$ cat config.mk
export PLATFORM = sky130hd
export DESIGN_NAME = ztex_host_link_master
export DESIGN_NICKNAME = d
export VERILOG_FILES = /design/src/rtl/ztex_host_link_master.sv
export SDC_FILE = /design/constraint.sdc
export NUM_CORES = 1
export LEC_CHECK = 0
export CORE_MARGIN = 4
export CORE_UTILIZATION = 45
export CTS_CLUSTER_SIZE = 25
export DETAILED_ROUTE_END_ITERATION = 6
export GPL_TIMING_DRIVEN = 0
export PLACE_DENSITY = 0.69
export SETUP_SLACK_MARGIN = 0.15
export SLEW_MARGIN = 20
export SYNTH_ARGS = -nofsm -noshare
export SYNTH_HDL_FRONTEND = slang
export SYNTH_SLANG_ARGS = --single-unit
export TNS_END_PERCENT = 30
$ cat constraint.sdc
create_clock -name clk -period 3.2 [get_ports clk]
set_input_delay 0.48 -clock clk [delete_from_list [all_inputs] [get_ports clk]]
set_output_delay 0.48 -clock clk [all_outputs]
set_load 0.01 [all_outputs]
$ cat src/rtl/ztex_host_link_master.sv
// ztex_host_link_master: host-side initiator for the byte-serial miner link; loads
// 44-byte jobs via rd_clk toggles and polls 12 result bytes via wr_start/wr_clk.
module ztex_host_link_master #(
    parameter int BYTE_CYC   = 8,
    parameter int START_CYC  = 8,
    parameter int SETTLE_CYC = 16,
    parameter int IN_BYTES   = 44,
    parameter int OUT_BYTES  = 12
) (
    input  logic         clk,
    input  logic         reset,
    input  logic [351:0] job_data,
    input  logic         job_valid,
    output logic         job_ready,
    input  logic         poll,
    output logic [95:0]  res_data,
    output logic         res_valid,
    output logic         busy,
    output logic [7:0]   read,
    output logic         rd_clk,
    output logic         wr_start,
    output logic         wr_clk,
    input  logic [7:0]   write
);
    typedef enum logic [2:0] {
        IDLE, TX_DATA, TX_STROBE, RX_START, RX_SETTLE, RX_SAMPLE, RX_STROBE, DONE
    } state_t;

    state_t        state, state_n;
    logic [15:0]   cnt, cnt_n, idx;
    logic [351:0]  shift;
    logic [87:0]   rx;
    logic [7:0]    w1, w2;
    logic          poll_pending, entry, tick, tx_last, rx_last;

    // The current job byte always sits in shift[7:0], so read simply mirrors it.
    assign read = shift[7:0];

    always_comb begin
        state_n = state;
        tick    = cnt == 16'd0;
        tx_last = idx == 16'(IN_BYTES - 1);
        rx_last = idx == 16'(OUT_BYTES - 1);
        case (state)
            IDLE:      state_n = (job_valid && job_ready) ? TX_DATA :
                                 (poll || poll_pending) ? RX_START : IDLE;
            TX_DATA:   state_n = tick ? TX_STROBE : TX_DATA;
            TX_STROBE: state_n = !tick ? TX_STROBE : tx_last ? IDLE : TX_DATA;
            RX_START:  state_n = tick ? RX_SETTLE : RX_START;
            RX_SETTLE: state_n = tick ? RX_SAMPLE : RX_SETTLE;
            RX_SAMPLE: state_n = rx_last ? DONE : RX_STROBE;
            RX_STROBE: state_n = tick ? RX_SAMPLE : RX_STROBE;
            DONE:      state_n = IDLE;
        endcase
        entry = state_n != state;
        cnt_n = !entry ? (tick ? cnt : cnt - 16'd1) :
                (state_n == TX_DATA || state_n == TX_STROBE) ? 16'(BYTE_CYC - 1) :
                state_n == RX_START  ? 16'(START_CYC - 1) :
                state_n == RX_SETTLE ? 16'(SETTLE_CYC - 1) :
                state_n == RX_STROBE ? 16'(BYTE_CYC + 1) : 16'd0;
    end

    always_ff @(posedge clk or negedge reset)
        if (!reset) state <= IDLE;
        else        state <= state_n;

    always_ff @(posedge clk or negedge reset) begin
        if (!reset) begin
            cnt          <= '0;
            idx          <= '0;
            shift        <= '0;
            rx           <= '0;
            w1           <= '0;
            w2           <= '0;
            poll_pending <= 1'b0;
            job_ready    <= 1'b0;
            busy         <= 1'b0;
            res_valid    <= 1'b0;
            res_data     <= '0;
            rd_clk       <= 1'b0;
            wr_clk       <= 1'b0;
            wr_start     <= 1'b0;
        end else begin
            cnt          <= cnt_n;
            w1           <= write;
            w2           <= w1;
            job_ready    <= state_n == IDLE;
            busy         <= state_n != IDLE;
            res_valid    <= state_n == DONE;
            poll_pending <= (entry && state_n == RX_START) ? 1'b0 : poll_pending | poll;
            if (entry && state_n == TX_DATA) begin
                shift <= state == IDLE ? job_data : shift >> 8;
                idx   <= state == IDLE ? 16'd0 : idx + 16'd1;
            end
            if (entry && state_n == TX_STROBE) rd_clk <= ~rd_clk;
            if (entry && state_n == RX_START) begin
                wr_start <= 1'b1;
                idx      <= 16'd0;
            end
            if (entry && state_n == RX_SETTLE) wr_start <= 1'b0;
            // Sampled bytes enter at the top so byte 0 ends up in the low bits.
            if (state == RX_SAMPLE) begin
                rx  <= {w2, rx[87:8]};
                idx <= idx + 16'd1;
            end
            if (state_n == DONE) res_data <= {w2, rx};
            if (entry && state_n == RX_STROBE) wr_clk <= ~wr_clk;
        end
    end
endmodule

==> results by group <==
GRT
  • First-pass GRT wire length: 113 mm
  • Vias in the first global route: 19,300
  • Total global-route track usage: 21.6%
  • Remaining Overflow, GRT: 0
  • Largest net degree at the start of global routing: 93
  • Initial antenna violation count: 20

Drt
  • DRC Markers: 0
  • WL final: 72.5 mm
  • Average wire per standard cell: 21.2 um
  • DR pass1 iterations: 5
  • Initial drt markers: 840
  • DR vias: 17,400
  • Post-route ant nets: 0
  • Via density: 5.11

Synth
  • Mux cell area share after synthesis: 35.3%
  • Mapped Avg Cell Area: roughly 14 um^2
  • Most common cell in the netlist: dfrtp_1
  • Main combinational cell family by area after synthesis: multiplexers
  • Post-synth top area share: 53.4%
  • Syn Nets: between 2,000 and 2,500
  • Synth Area in XOR/XNOR: less than 1%
  • Ys Warns: 0
  • Post-synth top area cell: dfrtp_1
  • Post-synthesis adder-cell area fraction: less than 1%
  • Library cells used by synthesis: 53
  • Seq/Total Area, Yosys: 53.4%
  • Compound-cell area share of the yosys netlist: around 1.5%
  • Share of synthesized cell area in and, or, nand and nor gates: 6.14%
  • Largest cells by area after synthesis: dfrtp_1, mux2_2, mux2_4
  • Syn Inst Count: roughly 2,000
  • Mapped Area: 0.0278 mm^2
  • Post-synth ARST share: 100%
  • Post-synth top cells: dfrtp_1, mux2_2, nand2_1
  • Prevailing post-synth register cell: dfrtp_1
  • EDFF count, synth: 0
  • Synth Register Bits: 594

Floorplan
  • Die width: 257 um
  • Number of placed I/O pins: 474
  • Area of the core: slightly above 0.06 mm^2
  • Die area: about 0.066 mm^2
  • Vert. Die Dim: between 200 and 300 um
  • Initial Util: 45.8%
  • Num rows: 90

Clocking
  • Reg clk slew, reported paths: 0.06 ns
  • TritonCTS clock tree: built
  • Total CTS buffers: 68
  • Clk_lat worst skew: around 0.6 ns
  • Clock Tree Buf Depth: 3
  • Root buf cell: clkbuf_16
  • Sink Count: a little under 600
  • Max H-tree Level: 3

STA
  • Max frequency: 0.334 GHz
  • Setup Skew: 0.0178 ns
  • Relative slew slack: 39.7%
  • Unrepaired setup endpoints after global routing: true
  • Worst Max-Slew Pin Slew: 0.892 ns
  • Final hold vios: 0
  • Count of final setup violators: 0
  • Fin crit share: 93.6%
  • Slew Limit Fails: 0
  • Final Critical Period: 2.99 ns

Cells and area
  • Area grow syn2layout: 31.9%
  • Post-layout util: a little over 60%
  • Nets@finish: 2,939
  • Layout cells sized above 1: 38.6%
  • Finished Layout Cells: 3,417

Setup path
  • Cells along the critical path: inv_2 > ha_2 > nor4b_4 > and4_1 > buf_6 > buf_4 > nand2_1 > a211o_1 > a21boi_4 > buf_12 > clkbuf_16 > buf_12 > mux2_4
  • Worst reg2reg startpoint: cnt[0]$_DFFE_PN0P_
  • Reg2reg path depth: 13
  • Worst-path fanout max: 10
  • Worst path slowest cell: dfrtp_1
  • Worst Path Required: 3.67 ns
  • Most frequent CP cell: buf_12
  • CP Class: reg2reg
  • CP startpoint kind: flip-flop
  • Crit path largest cell delay: 0.41 ns
  • R2r setup slk: 0.21 ns
  • Crit. End Element: flip-flop
  • CP arrival: 3.46 ns
  • Reg2reg end: shift[149]$_DFFE_PN0P_

Outcome
  • Outcome: finished, final reports clean

Hold path
  • Hold Path Stages: 1
  • HP Class: in2reg
  • Hold Path Sink: w1[2]$_DFF_PN0_
  • Min-delay src: write[2]

Pwr
  • Max VDD drop: roughly 380 uV
  • Pleak: 17.4 nW
  • Total power: 26.5 mW
  • Power density over the cells: 721 mW/mm^2

Placed design
  • Cells after DPL: 3,267
  • Routability cong.: 0.840
  • DP HPWL: 53.4 mm
  • IO buf count: approximately 470

Run
  • Max-cap violation count: 0
[where the power goes]
| part | switching, mW | internal, mW | leakage, nW |
|---|---|---|---|
| combinational | 2.82 | 5.06 | 8.13 |
| sequential | 1.21 | 9.33 | 8.08 |
| clock | 3.12 | 4.92 | 1.14 |
| total | 7.15 | 19.3 | 17.4 |
[area by class of cell]
class / count / area, um^2
clock inverter: 20 / 320
fill: 4724 / 24100
buffer: 129 / 1050
tap: 782 / 978
antenna: 12 / 30.0
multi-input combinational: 1265 / 12200
clock buffer: 101 / 2010
inverter: 17 / 63.8
sequential: 594 / 14900
timing repair buffer: 497 / 5180
[cells by family after synthesis]
group	Yosys count
adder cells (fa/ha/maj)	3
flip-flops	594
AO/OA/AOI/OAI	63
multiplexers	784
AND/OR/NAND/NOR	398
XOR/XNOR	17
buffers and inverters	146
[metal layers]
layer,track usage [%],vias up,wire (um)
met2,36.5,390,35800
met1,27.9,8796,31300
met3,5.60,88,4230
li1,-,8159,-
met4,5.17,14,1070
met5,0,-,103
[layout by cell type, fill, tap and decap left out, types with 4 or more instances in the layout]
cell type / synthesis / routed
dfrtp_1: 594 / 592
mux2_2: 504 / 504
clkdlybuf4s50_1: 0 / 472
nand2_1: 299 / 299
mux2_4: 272 / 272
clkbuf_16: 0 / 75
clkbuf_1: 79 / 62
nor2_1: 31 / 31
clkbuf_2: 0 / 30
buf_4: 8 / 21
buf_12: 0 / 18
o21ai_0: 16 / 16
clkbuf_8: 0 / 16
inv_1: 17 / 15
buf_8: 0 / 14
diode_2: 0 / 12
a21oi_1: 12 / 12
nor3_1: 12 / 11
xnor2_1: 9 / 9
and3_1: 8 / 8
mux2i_1: 8 / 8
buf_16: 0 / 8
xor2_1: 8 / 8
nand3_1: 7 / 7
a31oi_1: 7 / 7
bufinv_16: 0 / 7
nand4_1: 6 / 6
or2_2: 5 / 5
clkinv_2: 0 / 5
a21o_1: 4 / 4
buf_2: 9 / 4
and4_1: 4 / 4
nor4_4: 1 / 4
[flip-flops by register name, indices dropped and copies added (netlist names)]
signal        cells
rd_clk            1
busy              1
w2                8
state             3
wr_clk            1
cnt              16
job_ready         1
wr_start          1
poll_pending      1
rx               88
w1                8
idx              16
res_valid         1
shift           352
res_data         96
[stage by stage]
stage	hold WS, ns	worst slack (ns)	cell area (um^2)	setup TNS (ns)
2_1_floorplan	0.184	0.365	27800	0
3_3_place_gp	0.334	-24.50	33600	-
3_5_place_dp	0.336	-0.555	33800	-102.92
4_1_cts	0.289	0.153	36300	0
5_1_grt	0.301	0.0978	36700	0
6_report	0.325	0.205	36700	0
[how the worst max path moves through the flow]
stage	from	endpoint	slack, ns
2_1_floorplan	cnt[0]$_DFFE_PN0P_	shift[100]$_DFFE_PN0P_	0.37
3_3_place_gp	reset	shift[82]$_DFFE_PN0P_	-24.50
3_5_place_dp	state[1]$_DFF_PN0_	shift[343]$_DFFE_PN0P_	-0.56
4_1_cts	state[1]$_DFF_PN0_	shift[277]$_DFFE_PN0P_	0.15
5_1_grt	cnt[0]$_DFFE_PN0P_	shift[67]$_DFFE_PN0P_	0.1
6_report	cnt[0]$_DFFE_PN0P_	shift[149]$_DFFE_PN0P_	0.21
[critical path: cells and delay by family, from the launching register on]
kind,cells,cell delay [ns]
buffers and inverters,6,0.88
adder cells (fa/ha/maj),1,0.16
AO/OA/AOI/OAI,2,0.54
AND/OR/NAND/NOR,3,0.55
multiplexers,1,0.31
flip-flops,1,0.41
[repair_timing]
| action | in CTS | in global routing |
|---|---|---|
| resized for setup | 40 | 97 |
| hold endpoints to repair | 64 | 0 |
| hold buffers | 1 | 0 |
| setup buffers | 4 | 5 |
| gates cloned | 1 | 6 |
| pin swaps | 2 | 5 |
| setup endpoints to repair | 409 | 390 |
No activity file was read; power rests on OpenSTA's default activity.
